--- src/rtl/pcw_dn_pkg.sv ---
// Shared types and defaults for the boot-loader download receiver.
package pcw_dn_pkg;

  localparam int unsigned DN_DEPTH_DEFAULT = 4;
  localparam int unsigned DN_ADDR_W        = 16;

  typedef enum logic [1:0] {
    StIdle,
    StLoad,
    StDrain,
    StDone
  } dn_state_t;

  // Layout of one captured byte at the default address width.
  typedef struct packed {
    logic [DN_ADDR_W-1:0] addr;
    logic [7:0]           data;
  } dn_entry_t;

endpackage

--- src/rtl/boot_dn_receiver_if.sv ---
// Download strobe bus, RAM write port and session status of the receiver.
interface boot_dn_receiver_if #(
  parameter int unsigned ADDR_W = 16
);

  logic              dn_go;
  logic              dn_wr;
  logic [ADDR_W-1:0] dn_addr;
  logic [7:0]        dn_data;
  logic              dn_wait;

  logic              mem_req;
  logic [ADDR_W-1:0] mem_addr;
  logic [7:0]        mem_din;
  logic              mem_gnt;

  logic              cpu_hold;
  logic              load_done;
  logic              overflow;
  logic [ADDR_W:0]   byte_count;

  // Loader / RAM arbiter side.
  modport master (
    output dn_go, dn_wr, dn_addr, dn_data, mem_gnt,
    input  dn_wait, mem_req, mem_addr, mem_din, cpu_hold, load_done, overflow, byte_count
  );

  // Receiver side.
  modport slave (
    input  dn_go, dn_wr, dn_addr, dn_data, mem_gnt,
    output dn_wait, mem_req, mem_addr, mem_din, cpu_hold, load_done, overflow, byte_count
  );

endinterface

--- src/rtl/dn_fifo.sv ---
// Register-based synchronous FIFO; a push while full is accepted only alongside a pop.
module dn_fifo
  import pcw_dn_pkg::*;
#(
  parameter int unsigned Depth = DN_DEPTH_DEFAULT,
  parameter type entry_t = dn_entry_t
) (
  input  logic                   clk_i,
  input  logic                   rst_i,
  input  logic                   push_i,
  input  logic                   pop_i,
  input  entry_t                 wdata_i,
  output entry_t                 rdata_o,
  output logic                   full_o,
  output logic                   empty_o,
  output logic [$clog2(Depth):0] count_o
);

  localparam int unsigned AW = $clog2(Depth);

  entry_t        mem_q [Depth];
  logic [AW-1:0] wptr_q, wptr_d;
  logic [AW-1:0] rptr_q, rptr_d;
  logic [AW:0]   count_q, count_d;
  logic          do_push, do_pop;

  assign full_o  = (count_q == (AW+1)'(Depth));
  assign empty_o = (count_q == '0);
  assign do_pop  = pop_i & ~empty_o;
  // When full, the slot being written is the one popped this cycle.
  assign do_push = push_i & (~full_o | do_pop);
  assign rdata_o = mem_q[rptr_q];
  assign count_o = count_q;

  // Pointer and occupancy next-state.
  always_comb begin
    wptr_d  = wptr_q;
    rptr_d  = rptr_q;
    count_d = count_q;
    if (do_push) wptr_d = wptr_q + 1'b1;
    if (do_pop)  rptr_d = rptr_q + 1'b1;
    if (do_push && !do_pop) begin
      count_d = count_q + 1'b1;
    end else if (!do_push && do_pop) begin
      count_d = count_q - 1'b1;
    end
  end

  // Pointer and occupancy registers.
  always_ff @(posedge clk_i or posedge rst_i) begin
    if (rst_i) begin
      wptr_q  <= '0;
      rptr_q  <= '0;
      count_q <= '0;
    end else begin
      wptr_q  <= wptr_d;
      rptr_q  <= rptr_d;
      count_q <= count_d;
    end
  end

  // Entry storage; contents are don't-care while empty, so no reset.
  always_ff @(posedge clk_i) begin
    if (do_push) mem_q[wptr_q] <= wdata_i;
  end

endmodule

--- src/rtl/boot_dn_receiver.sv ---
// Captures loader bytes into a FIFO and writes them to RAM, holding the CPU for the session.
module boot_dn_receiver
  import pcw_dn_pkg::*;
#(
  parameter int unsigned DEPTH  = DN_DEPTH_DEFAULT,
  parameter int unsigned ADDR_W = DN_ADDR_W
) (
  input logic               clk_sys,
  input logic               reset,
  boot_dn_receiver_if.slave bus
);

  localparam int unsigned CW = $clog2(DEPTH) + 1;

  typedef struct packed {
    logic [ADDR_W-1:0] addr;
    logic [7:0]        data;
  } entry_t;

  localparam logic [ADDR_W:0] CountMax = '1;

  dn_state_t       state_q, state_d;
  logic            dn_wr_q, dn_go_q;
  logic            dn_wait_q, dn_wait_d;
  logic            overflow_q, overflow_d;
  logic [ADDR_W:0] byte_count_q, byte_count_d;
  logic            strobe, go_rise, pop, push_ok, drop, start;
  logic            fifo_full, fifo_empty;
  logic [CW-1:0]   fifo_count, fifo_count_next;
  entry_t          wr_entry, head;

  assign strobe          = bus.dn_go & bus.dn_wr & ~dn_wr_q;
  assign go_rise         = bus.dn_go & ~dn_go_q;
  assign pop             = ~fifo_empty & bus.mem_gnt;
  assign push_ok         = strobe & (~fifo_full | pop);
  assign drop            = strobe & fifo_full & ~pop;
  assign wr_entry        = '{addr: bus.dn_addr, data: bus.dn_data};
  assign fifo_count_next = fifo_count + CW'(push_ok) - CW'(pop);
  assign dn_wait_d       = (fifo_count_next >= CW'(DEPTH - 1));

  dn_fifo #(
    .Depth   (DEPTH),
    .entry_t (entry_t)
  ) u_fifo (
    .clk_i   (clk_sys),
    .rst_i   (reset),
    .push_i  (strobe),
    .pop_i   (pop),
    .wdata_i (wr_entry),
    .rdata_o (head),
    .full_o  (fifo_full),
    .empty_o (fifo_empty),
    .count_o (fifo_count)
  );

  // Session state machine; a re-raised dn_go while draining continues the session.
  always_comb begin
    state_d = state_q;
    start   = 1'b0;
    unique case (state_q)
      StIdle: begin
        if (go_rise) begin
          state_d = StLoad;
          start   = 1'b1;
        end
      end
      StLoad: begin
        if (!bus.dn_go) state_d = StDrain;
      end
      StDrain: begin
        if (go_rise) begin
          state_d = StLoad;
        end else if (fifo_empty) begin
          state_d = StDone;
        end
      end
      StDone:  state_d = StIdle;
      default: state_d = StIdle;
    endcase
  end

  // Committed-byte counter (saturating) and sticky drop flag, both cleared at session start.
  always_comb begin
    byte_count_d = start ? '0 : byte_count_q;
    if (pop && (byte_count_d != CountMax)) byte_count_d = byte_count_d + 1'b1;
    overflow_d = (start ? 1'b0 : overflow_q) | drop;
  end

  // State, edge-detect and status registers.
  always_ff @(posedge clk_sys or posedge reset) begin
    if (reset) begin
      state_q      <= StIdle;
      dn_wr_q      <= 1'b0;
      dn_go_q      <= 1'b0;
      dn_wait_q    <= 1'b0;
      overflow_q   <= 1'b0;
      byte_count_q <= '0;
    end else begin
      state_q      <= state_d;
      dn_wr_q      <= bus.dn_wr;
      dn_go_q      <= bus.dn_go;
      dn_wait_q    <= dn_wait_d;
      overflow_q   <= overflow_d;
      byte_count_q <= byte_count_d;
    end
  end

  // Head is masked while empty so the port reads zero out of reset.
  assign bus.mem_req    = ~fifo_empty;
  assign bus.mem_addr   = fifo_empty ? '0 : head.addr;
  assign bus.mem_din    = fifo_empty ? '0 : head.data;
  assign bus.dn_wait    = dn_wait_q;
  assign bus.cpu_hold   = (state_q != StIdle) | ~fifo_empty;
  assign bus.load_done  = (state_q == StDone);
  assign bus.overflow   = overflow_q;
  assign bus.byte_count = byte_count_q;

endmodule

--- src/flat_wrapper.sv ---
// flat-port wrapper written by rule: the top's interface ports become plain ports
module boot_dn_receiver_flat import pcw_dn_pkg::*;
#(
  parameter int unsigned DEPTH  = DN_DEPTH_DEFAULT,
  parameter int unsigned ADDR_W = DN_ADDR_W
)
  (clk_sys, reset, bus_dn_go, bus_dn_wr, bus_dn_addr, bus_dn_data, bus_mem_gnt, bus_dn_wait, bus_mem_req, bus_mem_addr, bus_mem_din, bus_cpu_hold, bus_load_done, bus_overflow, bus_byte_count);
  boot_dn_receiver_if #(.ADDR_W(ADDR_W)) bus_i ();
  input logic clk_sys;
  input logic reset;
  input wire logic [$bits(bus_i.dn_go)-1:0] bus_dn_go;
  input wire logic [$bits(bus_i.dn_wr)-1:0] bus_dn_wr;
  input wire logic [$bits(bus_i.dn_addr)-1:0] bus_dn_addr;
  input wire logic [$bits(bus_i.dn_data)-1:0] bus_dn_data;
  input wire logic [$bits(bus_i.mem_gnt)-1:0] bus_mem_gnt;
  output wire logic [$bits(bus_i.dn_wait)-1:0] bus_dn_wait;
  output wire logic [$bits(bus_i.mem_req)-1:0] bus_mem_req;
  output wire logic [$bits(bus_i.mem_addr)-1:0] bus_mem_addr;
  output wire logic [$bits(bus_i.mem_din)-1:0] bus_mem_din;
  output wire logic [$bits(bus_i.cpu_hold)-1:0] bus_cpu_hold;
  output wire logic [$bits(bus_i.load_done)-1:0] bus_load_done;
  output wire logic [$bits(bus_i.overflow)-1:0] bus_overflow;
  output wire logic [$bits(bus_i.byte_count)-1:0] bus_byte_count;
  assign bus_i.dn_go = bus_dn_go;
  assign bus_i.dn_wr = bus_dn_wr;
  assign bus_i.dn_addr = bus_dn_addr;
  assign bus_i.dn_data = bus_dn_data;
  assign bus_i.mem_gnt = bus_mem_gnt;
  assign bus_dn_wait = bus_i.dn_wait;
  assign bus_mem_req = bus_i.mem_req;
  assign bus_mem_addr = bus_i.mem_addr;
  assign bus_mem_din = bus_i.mem_din;
  assign bus_cpu_hold = bus_i.cpu_hold;
  assign bus_load_done = bus_i.load_done;
  assign bus_overflow = bus_i.overflow;
  assign bus_byte_count = bus_i.byte_count;
  boot_dn_receiver #(.DEPTH(DEPTH), .ADDR_W(ADDR_W)) u_core (.clk_sys(clk_sys), .reset(reset), .bus(bus_i));
endmodule
--- config.mk ---
export PLATFORM = sky130hd
export DESIGN_NAME = boot_dn_receiver_flat
export DESIGN_NICKNAME = d
export VERILOG_FILES = /design/src/rtl/pcw_dn_pkg.sv /design/src/rtl/boot_dn_receiver_if.sv /design/src/rtl/dn_fifo.sv /design/src/rtl/boot_dn_receiver.sv /design/src/flat_wrapper.sv
export SDC_FILE = /design/constraint.sdc
export NUM_CORES = 1
export LEC_CHECK = 0
export BUFFER_PORTS_ARGS = -buffer_cell sky130_fd_sc_hd__buf_2
export CAP_MARGIN = 25
export CELL_PAD_IN_SITES_DETAIL_PLACEMENT = 0
export CELL_PAD_IN_SITES_GLOBAL_PLACEMENT = 1
export CORE_MARGIN = 2
export CORE_UTILIZATION = 51
export DETAILED_ROUTE_END_ITERATION = 8
export PLACE_DENSITY_LB_ADDON = 0.1
export SETUP_SLACK_MARGIN = 0.5
export SLEW_MARGIN = 15
export SYNTH_ARGS = -nofsm -noshare
export SYNTH_HDL_FRONTEND = slang
export SYNTH_SLANG_ARGS = --single-unit
--- constraint.sdc ---
create_clock -name clk_sys -period 9.45 [get_ports clk_sys]
set_input_delay 0.945 -clock clk_sys [delete_from_list [all_inputs] [get_ports clk_sys]]
set_output_delay 0.945 -clock clk_sys [all_outputs]
set_load 0.005 [all_outputs]
Word level (Yosys, flattened, before mapping)
Memories as Yosys holds them, arrays and structs flattened.
Cells that the tools add are included.

storage, ports and cells
  bits in writable memories = 96
  input port bits = 29
  word-level logic and storage cells = 70
  output and inout bits = 46
  memories = 1
  register bits after elaboration = 30

memories
  name                 words  width  rd ports  clocked after memory_dff  wr ports  line           source
  u_core.u_fifo.mem_q  4      24     1         0                         1         dn_fifo.sv:21  entry_t mem_q [Depth];

cells by class
  mux-type cells = 16
  reductions and logical operators = 10
  $add $sub $neg = 7
  equal/unequal tests = 8
  $lt $le $gt $ge = 1
  bitwise operators = 18

operators with widths
  operator                                               number
  two-way mux 17 bit                                     2
  adder 17 x 1 -> 17 bit, second input constant          1
  inequality test 17 bit, second input constant          1
  two-way mux 16 bit                                     1
  AND 1 bit                                              9
  two-way mux 2 bit                                      4
  two-way mux 8 bit                                      1
  one-hot mux 2 bit (4 select lines)                     1
  two-way mux 3 bit                                      2
  two-way mux 1 bit                                      5
  NOT 1 bit                                              5
  adder 2 x 1 -> 2 bit, second input constant            2
  equality test 2 bit, second input constant             2
  bitwise OR 1 bit                                       4
  nonzero test 2 bit                                     2
  adder 3 x 1 -> 3 bit                                   1
  adder 3 x 1 -> 3 bit, second input constant            1
  equality test 3 bit, second input constant             1
  >= comparator 3 x 2 -> 1 bit, second input constant    1
  logical AND 1 bit                                      3
  zero test 3 bit                                        1
  inequality test 3 x 1 -> 1 bit, second input constant  1
  AND reduction 3 bit                                    1
  subtractor 3 x 1 -> 3 bit                              1
  6 further kinds                                        7

Depth between registers and ports, before layout
Gate-level depths: netlist of the first run.

  word-level depth = 10
  gate-level depth with buffers = 13
  depth with buffers taken out = 11

Hierarchy
From an unflattened synthesis of the first run, not the netlist that was laid out.

unflattened totals
  cell total of the unflattened synthesis = 321
  area total of the unflattened synthesis = 5393.9 um^2

by module, submodules not included
  module            area an instance (um^2)  cells each  instances
  dn_fifo           3941.3                   162         1
  boot_dn_receiver  1452.6                   159         1

Worst setup path before layout of the first run
OpenSTA, ideal clock, no wires.

  kind = input to register
  start = input port bus_dn_go
  end = register u_core.byte_count_q[11], in the netlist u_core.bus.byte_count[11]
  data arrival time = 3.678 ns
  stages on the path = 12
  path slack = 5.694 ns
  buffers on the path = 1
  setup time = 0.078 ns
  cells stage by stage = or4b_2 -> and2_1 -> ha_1 -> and4_1 -> nand3_1 -> nor3_1 -> ha_1 -> nand4b_1 -> or4_4 -> buf_6 -> or3_1 -> a21oi_1

between the ends
  word-level cells in the longest chain between the ends = 7
  elaborated cells between the ends (all ways) = 8

RTL lines
  what                                                                            line                     source
  from (decl)                                                                     flat_wrapper.sv:11       input wire logic [$bits(bus_i.dn_go)-1:0] bus_dn_go;
  AND 1 bit *                                                                     boot_dn_receiver.sv:33   assign go_rise = bus.dn_go & ~dn_go_q;
  two-way mux 1 bit *                                                             boot_dn_receiver.sv:62   if (go_rise) begin
  two-way mux 1 bit *                                                             boot_dn_receiver.sv:60   unique case (state_q)
  two-way mux 17 bit *                                                            boot_dn_receiver.sv:84   byte_count_d = start ? '0 : byte_count_q;
  parallel branches: the longest is 2 deep, another holds adder 17 x 1 -> 17 bit  -
  two-way mux 17 bit *                                                            boot_dn_receiver.sv:85   if (pop && (byte_count_d != CountMax)) byte_count_d = byte_count_d + 1'b1;
  net u_core.byte_count_d[11]                                                     boot_dn_receiver.sv:26   logic [ADDR_W:0] byte_count_q, byte_count_d;
  to (signal assigned)                                                            boot_dn_receiver.sv:104  byte_count_q <= byte_count_d;
  to (decl)                                                                       boot_dn_receiver.sv:26

Mark *: on every way through the listed nets, which the timed path passes.
A chain may end at the register's enable or synchronous reset.

Worst setup path after layout of the first run
  start = register u_core.u_fifo.count_q[0], in the netlist u_core.u_fifo.count_o[0]
  end = output port bus_cpu_hold

between the ends
  word-level cells in the longest chain between the ends = 3

RTL lines
  what                    line                     source
  from (decl)             dn_fifo.sv:24            logic [AW:0] count_q, count_d;
  from (signal assigned)  dn_fifo.sv:58            count_q <= count_d;
  zero test 3 bit         dn_fifo.sv:28            assign empty_o = (count_q == '0);
  NOT 1 bit               boot_dn_receiver.sv:113  assign bus.cpu_hold = (state_q != StIdle) | ~fifo_empty;
  bitwise OR 1 bit        boot_dn_receiver.sv:113
  to (decl)               flat_wrapper.sv:20       output wire logic [$bits(bus_i.cpu_hold)-1:0] bus_cpu_hold;

No other way between the ends.

==> results of run 1 <==
worst min-delay path, delay by kind of cell, from the launching register on:
family / cells / cell delay, ns
flops: 1 / 0.35
simple gates: 2 / 0.10
layout make-up:
| type | instances | area [um^2] | share of cell area (%) |
|---|---|---|---|
| Antenna cell | 1 | 2.50 | 0.0398 |
| Sequential cell | 126 | 3630 | 57.9 |
| Inverter | 7 | 26.3 | 0.418 |
| Multi-Input combinational cell | 167 | 1510 | 24.0 |
| Clock buffer | 18 | 418 | 6.65 |
| Clock inverter | 13 | 101 | 1.61 |
| Timing Repair Buffer | 81 | 423 | 6.73 |
| Tap cell | 133 | 166 | 2.65 |
cell families after synthesis:
logic type	count (synthesis)
and+or+nand+nor	94
muxes	28
AOI/OAI and AO/OA	20
DFF	126
buffers and inverters	19
adders and majority gates	10
xor gates and xnor gates	15
cells in the final DEF, fill, tap and decap left out, types with 2 or more instances in the layout:
cell type,synthesis,final
xnor2_1,9,9
clkbuf_16,0,16
buf_4,0,7
nor2_1,7,7
inv_1,7,7
nand3_1,8,8
dfrtp_1,30,29
edfxtp_1,96,96
nor2b_1,2,2
nand2_1,17,17
or4_1,2,2
mux2_2,3,3
clkinv_4,0,3
and3_1,2,2
buf_2,4,74
fa_1,2,2
clkinv_2,0,3
a21oi_1,9,9
and2_1,32,32
clkinvlp_4,0,2
ha_1,8,8
o21ai_0,8,8
xor2_1,6,6
nand4_1,2,2
mux4_2,24,24
nor3_1,4,4
o31ai_1,2,2
nand2b_1,2,2
or3_1,7,7
clkinv_1,0,4
and4_1,2,2
path summary, 6_finish.rpt:
kind	start	to	slack (ns)	cells past startpoint
worst max register to register	u_core.state_q[1]	u_core.bus.byte_count[15]	5.88	11
worst min register to register	u_core.bus.overflow	u_core.bus.overflow	0.48	2
worst min-delay path	u_core.bus.overflow	u_core.bus.overflow	0.48	2
min in group asynchronous	reset	u_core.bus.byte_count[15]	0.51	3
worst max-delay path	u_core.u_fifo.count_o[0]	bus_cpu_hold	5.62	4
max in group asynchronous	reset	u_core.u_fifo.rptr_q[0]	8.63	3
state kept, by name, summed over array words and instances, names as in the netlist:
name	count
u_core.u_fifo.count_o	3
u_core.dn_wr_q	1
u_core.bus.byte_count	17
u_core.u_fifo.rptr_q	2
u_core.u_fifo.mem_q	96
u_core.state_q	2
u_core.bus.overflow	1
u_core.dn_go_q	1
u_core.u_fifo.wptr_q	2
u_core.bus.dn_wait	1
layer usage:
metal,up-vias,share of wire [%],GRT usage [%]
li1,1367,-,-
met1,1462,45,24.3
met2,62,49,28.3
met3,6,5.3,6.06
met4,0,0.76,6.29
met5,-,0,0
power by group:
part	switching (uW)	total (uW)	internal, uW	leakage (uW)
logic	182	425	243	0.000882
clock network	214	556	341	0.000250
registers	72.3	725	652	0.00125
stage by stage:
stage                     setup WS (ns)  hold slack, ns  instances  util [%]  total power, uW
after floorplan                    5.69           0.461        312         -             1010
after global placement             5.42           0.472        514      58.4             1160
after detailed placement           5.32           0.477        514      58.4             1170
after CTS                          5.50           0.489        545      63.6             1730
after global routing               5.34           0.499        545      63.6             1810
final                              5.62           0.476        546      63.7             1700
==> results.rst, run 1 <==
.. list-table::
   :header-rows: 1

   * - Metric
     - Value
   * - Most common flop cell mapped by yosys
     - edfxtp_1
   * - Number of antenna violations at the first check in global routing
     - 1
   * - Violation count after the first detailed-route iteration
     - 106
   * - I/O Pins
     - 75
   * - Fraction of the mapped netlist area in compound gates
     - 2.08%
   * - Number of enable-type register cells in the synthesized netlist
     - 96
   * - Number of input and output port buffers inserted
     - 74
   * - Core ar.
     - 9860 um^2
   * - Buffer type at the clock tree root
     - clkbuf_8
   * - H-tree depth reported by CTS
     - 4
   * - Die Ht
     - 105 um
   * - Die extent in x
     - 105 um
   * - Status
     - finished, final reports clean
   * - Final HPWL from detailed placement
     - 5650 um
   * - Pin count of the biggest net entering global routing
     - 33
   * - YS warnings
     - 0
   * - Kind of cell adding the most delay to the critical path
     - simple AND/OR/NAND/NOR gates
   * - Pin slew with the least headroom to its limit
     - 0.971 ns
   * - Netlist area before placement
     - 5230 um^2
   * - Effective utilization at floorplan
     - 53.0%
   * - Clock latency on the worst-skew pair
     - 0.50 ns
   * - Pre-antenna DRT Iters
     - 6
   * - Final RePlAce weighted congestion
     - 0.709
   * - Area of the die
     - 11100 um^2
   * - Most frequent cell after synthesis
     - edfxtp_1
   * - Final setup viols
     - 0
   * - DR WL/cell
     - 16.9 um
   * - Fin crit period
     - 3.83 ns
   * - Wire length after detailed routing
     - 9250 um
   * - Final standard cell area without fillers
     - 6280 um^2
   * - Relative area change from synthesis to final layout
     - 20.2%
   * - Type of the tightest min-delay check
     - reg2reg
   * - Overall via count from detail_route
     - 2897
   * - Average cell area after synthesis
     - 16.8 um^2
   * - Buffers and inverters on the worst path
     - 2
   * - Count of final max-slew check failures
     - 0
   * - Inserted Clock Buffers
     - 17
   * - Net count of the finished layout
     - 439
   * - Post-synth top area share
     - 55.2%
   * - Category of the worst setup path launch point
     - flop
   * - TritonCTS clock tree
     - done
   * - Share of cells above drive strength 1
     - 33.7%
   * - Worst path arrival time
     - 2.89 ns
   * - # hold bufs at CTS
     - 0
   * - Total number of placement rows
     - 36
   * - Worst clock skew
     - 0.00599 ns
   * - Overall fraction of global-route tracks in use
     - 18.2%
   * - Seq/Total Area, Yosys
     - 69.5%
   * - Hold violation total from the final report
     - 0
   * - Syn Nets
     - 351
   * - Number of violations of the max-capacitance limit
     - 0
   * - Max_slew headroom
     - 35.2%
   * - Synthesized-area fraction occupied by and/or/nand/nor cells
     - 10.4%
   * - Worst path slowest cell
     - inv_1
   * - RSZ-0062 raised after global routing
     - no
   * - Synthesized flop and latch total
     - 126
   * - Maximum VDD drop
     - 146 uV
   * - Multiplexer share of the synthesized area
     - 11.2%
   * - Peak fanout along the critical path
     - 32
   * - Cells taking the most area after synthesis
     - edfxtp_1, dfrtp_1, mux4_2, and2_1, ha_1
   * - Number of sinks driven by the clock tree
     - 126
   * - Leakage dissipation
     - 0.00239 uW
   * - Number of distinct standard cells referenced by the synthesized netlist
     - 37
   * - Number of design rule violations left after detail routing
     - 0
   * - Chain of cells forming the critical path
     - nor3_1 -> inv_1 -> or3_1 -> buf_2
   * - Post-Synth XOR/XNOR Area
     - 2.51%
   * - Placed cell areas
     - 5760 um^2
   * - Antenna-violating nets left
     - 0
   * - Critical path capture point type
     - primary output
   * - First-pass GRT wire length
     - 15000 um
   * - Fraction of the cycle the final worst path needs
     - 40.6%
   * - Buffer count from post-CTS setup fixing
     - 0
   * - Leading cell types by count after synthesis
     - edfxtp_1, and2_1, dfrtp_1, mux4_2, nand2_1
   * - Clock transition time at the flip-flop clock pins of the worst setup and hold paths
     - 0.06 ns
   * - Post-synth ARST share
     - 23.8%
   * - Pwr Density
     - 271 nW/um^2
   * - Max incr delay on CP
     - 0.67 ns
   * - Remaining global-route overflow
     - 0
   * - Post-detailed-route via-to-cell ratio
     - 5.31
   * - Count of instances resized after the clock tree is built
     - 0
   * - Post-route setup TNS
     - 0 ns
   * - Dominant combinational cell family by area after synthesis
     - multiplexers
   * - Cell count after synthesis
     - 312
   * - Cell type with the highest aggregate area in the netlist
     - edfxtp_1
   * - Number of buffers on the longest clock path
     - 2
   * - Required time of the critical path
     - 8.51 ns
   * - Setup Crit Path Kind
     - reg2out
   * - Total of fill cells in the finished design
     - 720
   * - Vias in the first global route
     - 2952
   * - Synth Area in Adders
     - 2.68%
   * - Fmax
     - 261 MHz
Note: power is estimated with default switching activity, not from simulation.
==> run 2, diff against run 1 <==
CORE_UTILIZATION = 48   (was 51)
clock period = 3.95 ns   (was 9.45 ns; I/O delays follow)
==> results.rst, run 2 (synthesis results as in run 1) <==
.. list-table::
   :header-rows: 1

   * - Metric
     - Value
   * - Share of cells above drive strength 1
     - 37.3% (+3.6 points)
   * - Post-route setup TNS
     - 0 ns (unchanged)
   * - Relative area change from synthesis to final layout
     - 22.8%
   * - Pwr Density
     - 660 nW/um^2 (+140%)
   * - Number of input and output port buffers inserted
     - 74 (unchanged)
   * - DR WL/cell
     - 17.1 um (+0.83%)
   * - Max_slew headroom
     - 38.7% (+3.5 points)
   * - Fraction of the cycle the final worst path needs
     - 84.6%
   * - Setup Crit Path Kind
     - reg2reg
   * - Max FFs per register
     - 96 (unchanged)
   * - Fmax
     - 299 MHz
   * - Fin crit period
     - 3.34 ns
   * - Number of antenna diodes
     - 0 (-1)
   * - FF/Latch Area
     - 3640 um^2 (about the same)
   * - Vias in the first global route
     - 3016 (+2.2%)
   * - Worst clock skew
     - 0.00993 ns (+0.00395 ns)
   * - Area of the multi-input gates
     - 1530 um^2 (+1.7%)
   * - Area of the die
     - 11700 um^2 (+6.0%)
   * - Buffer type at the clock tree root
     - clkbuf_8
   * - Number of sinks driven by the clock tree
     - 126 (unchanged)
   * - Overall via count from detail_route
     - 2930 (+1.1%)
   * - Die Ht
     - 108 um (+3.0%)
   * - Total of fill cells in the finished design
     - 864 (+20%)
   * - Worst path arrival time
     - 3.78 ns (+0.89 ns)
   * - Total chip power
     - 4240 uW (+150%)
   * - TritonCTS clock tree
     - done
   * - Leakage dissipation
     - 0.00244 uW (+2.4%)
   * - Commonest cells after routing, fill and taps aside
     - edfxtp_1, buf_2, and2_1
   * - Category of the worst setup path launch point
     - flop
   * - Count of final max-slew check failures
     - 0 (unchanged)
   * - H-tree depth reported by CTS
     - 4 (unchanged)
   * - Effective utilization at floorplan
     - 48.6% (-4.3 points)
   * - Largest register by flop count
     - u_core.u_fifo.mem_q
   * - Inserted Clock Buffers
     - 17 (unchanged)
   * - Final HPWL from detailed placement
     - 5880 um (+4.2%)
   * - Core ar.
     - 10700 um^2 (+8.9%)
   * - Violation count after the first detailed-route iteration
     - 156 (+47%)
   * - Number of design rule violations left after detail routing
     - 0 (unchanged)
   * - Hold violation total from the final report
     - 0 (unchanged)
   * - Overall fraction of global-route tracks in use
     - 18.1% (-0.16 points)
   * - Clock transition time at the flip-flop clock pins of the worst setup and hold paths
     - 0.06 ns (about the same)
   * - Wire length after detailed routing
     - 9580 um (+3.6%)
   * - Pin slew with the least headroom to its limit
     - 0.919 ns (-0.0517 ns)
   * - Final setup viols
     - 0 (unchanged)
   * - Antenna-violating nets left
     - 0 (unchanged)
   * - Pin count of the biggest net entering global routing
     - 31 (-6.1%)
   * - Number of buffers on the longest clock path
     - 2 (unchanged)
   * - Remaining global-route overflow
     - 0 (unchanged)
   * - Pre-antenna DRT Iters
     - 4 (-2)
   * - Number of violations of the max-capacitance limit
     - 0 (unchanged)
   * - Clock latency on the worst-skew pair
     - 0.51 ns (about the same)
   * - Post-detailed-route via-to-cell ratio
     - 5.22 (-1.6%)
   * - Number of antenna violations at the first check in global routing
     - 0 (-1)
   * - I/O Pins
     - 75 (unchanged)
   * - Die extent in x
     - 108 um (+3.0%)
   * - Required time of the critical path
     - 4.39 ns (-4.12 ns)
   * - RSZ-0062 raised after global routing
     - no
   * - Peak fanout along the critical path
     - 6 (-81%)
   * - Most common library cell in the layout ignoring fill and taps
     - edfxtp_1
   * - Total number of placement rows
     - 38 (+5.6%)
   * - Status
     - finished, final reports clean
   * - Maximum VDD drop
     - 373 uV (+160%)
   * - Final RePlAce weighted congestion
     - 0.768 (+8.3%)
   * - Net count of the finished layout
     - 447 (+1.8%)
   * - Critical path capture point type
     - flop
   * - First-pass GRT wire length
     - 15300 um (+2.0%)
   * - Type of the tightest min-delay check
     - in2reg
==> run 2: cell count changes in the layout (fill, tap and decap cells not counted), moves of 2 or more <==
cell	change
inv_6	+6
buf_4	+5
clkinv_1	-4
clkinv_2	-3
and2_1	-2
and2_4	+2
clkinv_4	+2
dfrtp_1	-2
dfrtp_2	+2
dlygate4sd3_1	+2
==> run 2: worst paths after layout <==
kind | start | end | slack (ns) | cells after the start
hold reg to reg | u_core.bus.overflow | u_core.bus.overflow | 0.48 | 2
hold / removal | bus_dn_go | u_core.dn_go_q | 0.06 | 1
max in group asynchronous | reset | u_core.u_fifo.rptr_q[0] | 3.14 | 4
setup reg to reg | u_core.state_q[0] | u_core.bus.byte_count[15] | 0.61 | 11
setup / recovery | u_core.state_q[0] | u_core.bus.byte_count[15] | 0.61 | 11
min in group asynchronous | reset | u_core.u_fifo.count_o[1] | 0.51 | 4
==> run 2: stage by stage <==
step | instance area (um^2) | util, % | hold WS [ns] | worst slack, ns | instances
after floorplan | 5230 | - | 0.426 | 0.596 | 312
after global placement | 5780 | 53.7 | 0.474 | 0.465 | 522
after detailed placement | 5780 | 53.7 | 0.483 | 0.396 | 522
after CTS | 6370 | 59.2 | 0.0243 | 0.581 | 556
after global routing | 6420 | 59.7 | 0.0330 | 0.473 | 561
final | 6420 | 59.7 | 0.0634 | 0.610 | 561
==> run 2: worst max-delay path: stages, from the launching register on <==
cell and delay, ns:
dfrtp_2 0.45, or4b_4 0.58, and2_4 0.18, ha_1 0.22, and4_4 0.20, nand3_1 0.07
nor3_1 0.05, ha_2 0.20, nand4b_1 0.19, or4_4 0.54, or4_1 0.42, a21oi_1 0.16
==> run 2: timing repair <==
action | 4_1_cts | 5_1_grt
buffers inserted | 0 | 4
gates cloned | 0 | 1
pin swaps | 0 | 2
resized for setup | 1 | 9
hold buffers | 2 | 0
endpoints found under the hold margin | 31 | 0
setup endpoints to repair | 5 | 6
==> run 2: area by class of cell <==
| class | count | share of cell area, % |
|---|---|---|
| flip-flops and latches | 126 | 56.7 |
| multi-input cells | 168 | 23.9 |
| repair buffers | 88 | 7.48 |
| clock buffers | 17 | 6.45 |
| well taps | 140 | 2.73 |
| clock inverters | 15 | 2.38 |
| inverters | 7 | 0.409 |
==> run 2: power by group <==
| part | internal, uW | total [uW] | switching, uW |
|---|---|---|---|
| Sequential | 1560 | 1750 | 190 |
| Clock | 853 | 1460 | 602 |
| Combinational | 608 | 1030 | 427 |
==> run 2: metal layers <==
layer / GRT usage [%] / vias up / share of wire [%]
li1: - / 1380 / -
met1: 22.9 / 1474 / 43
met2: 29.2 / 74 / 52
met3: 6.21 / 2 / 5.0
met4: 6.32 / 0 / 0.42
met5: 0 / - / 0
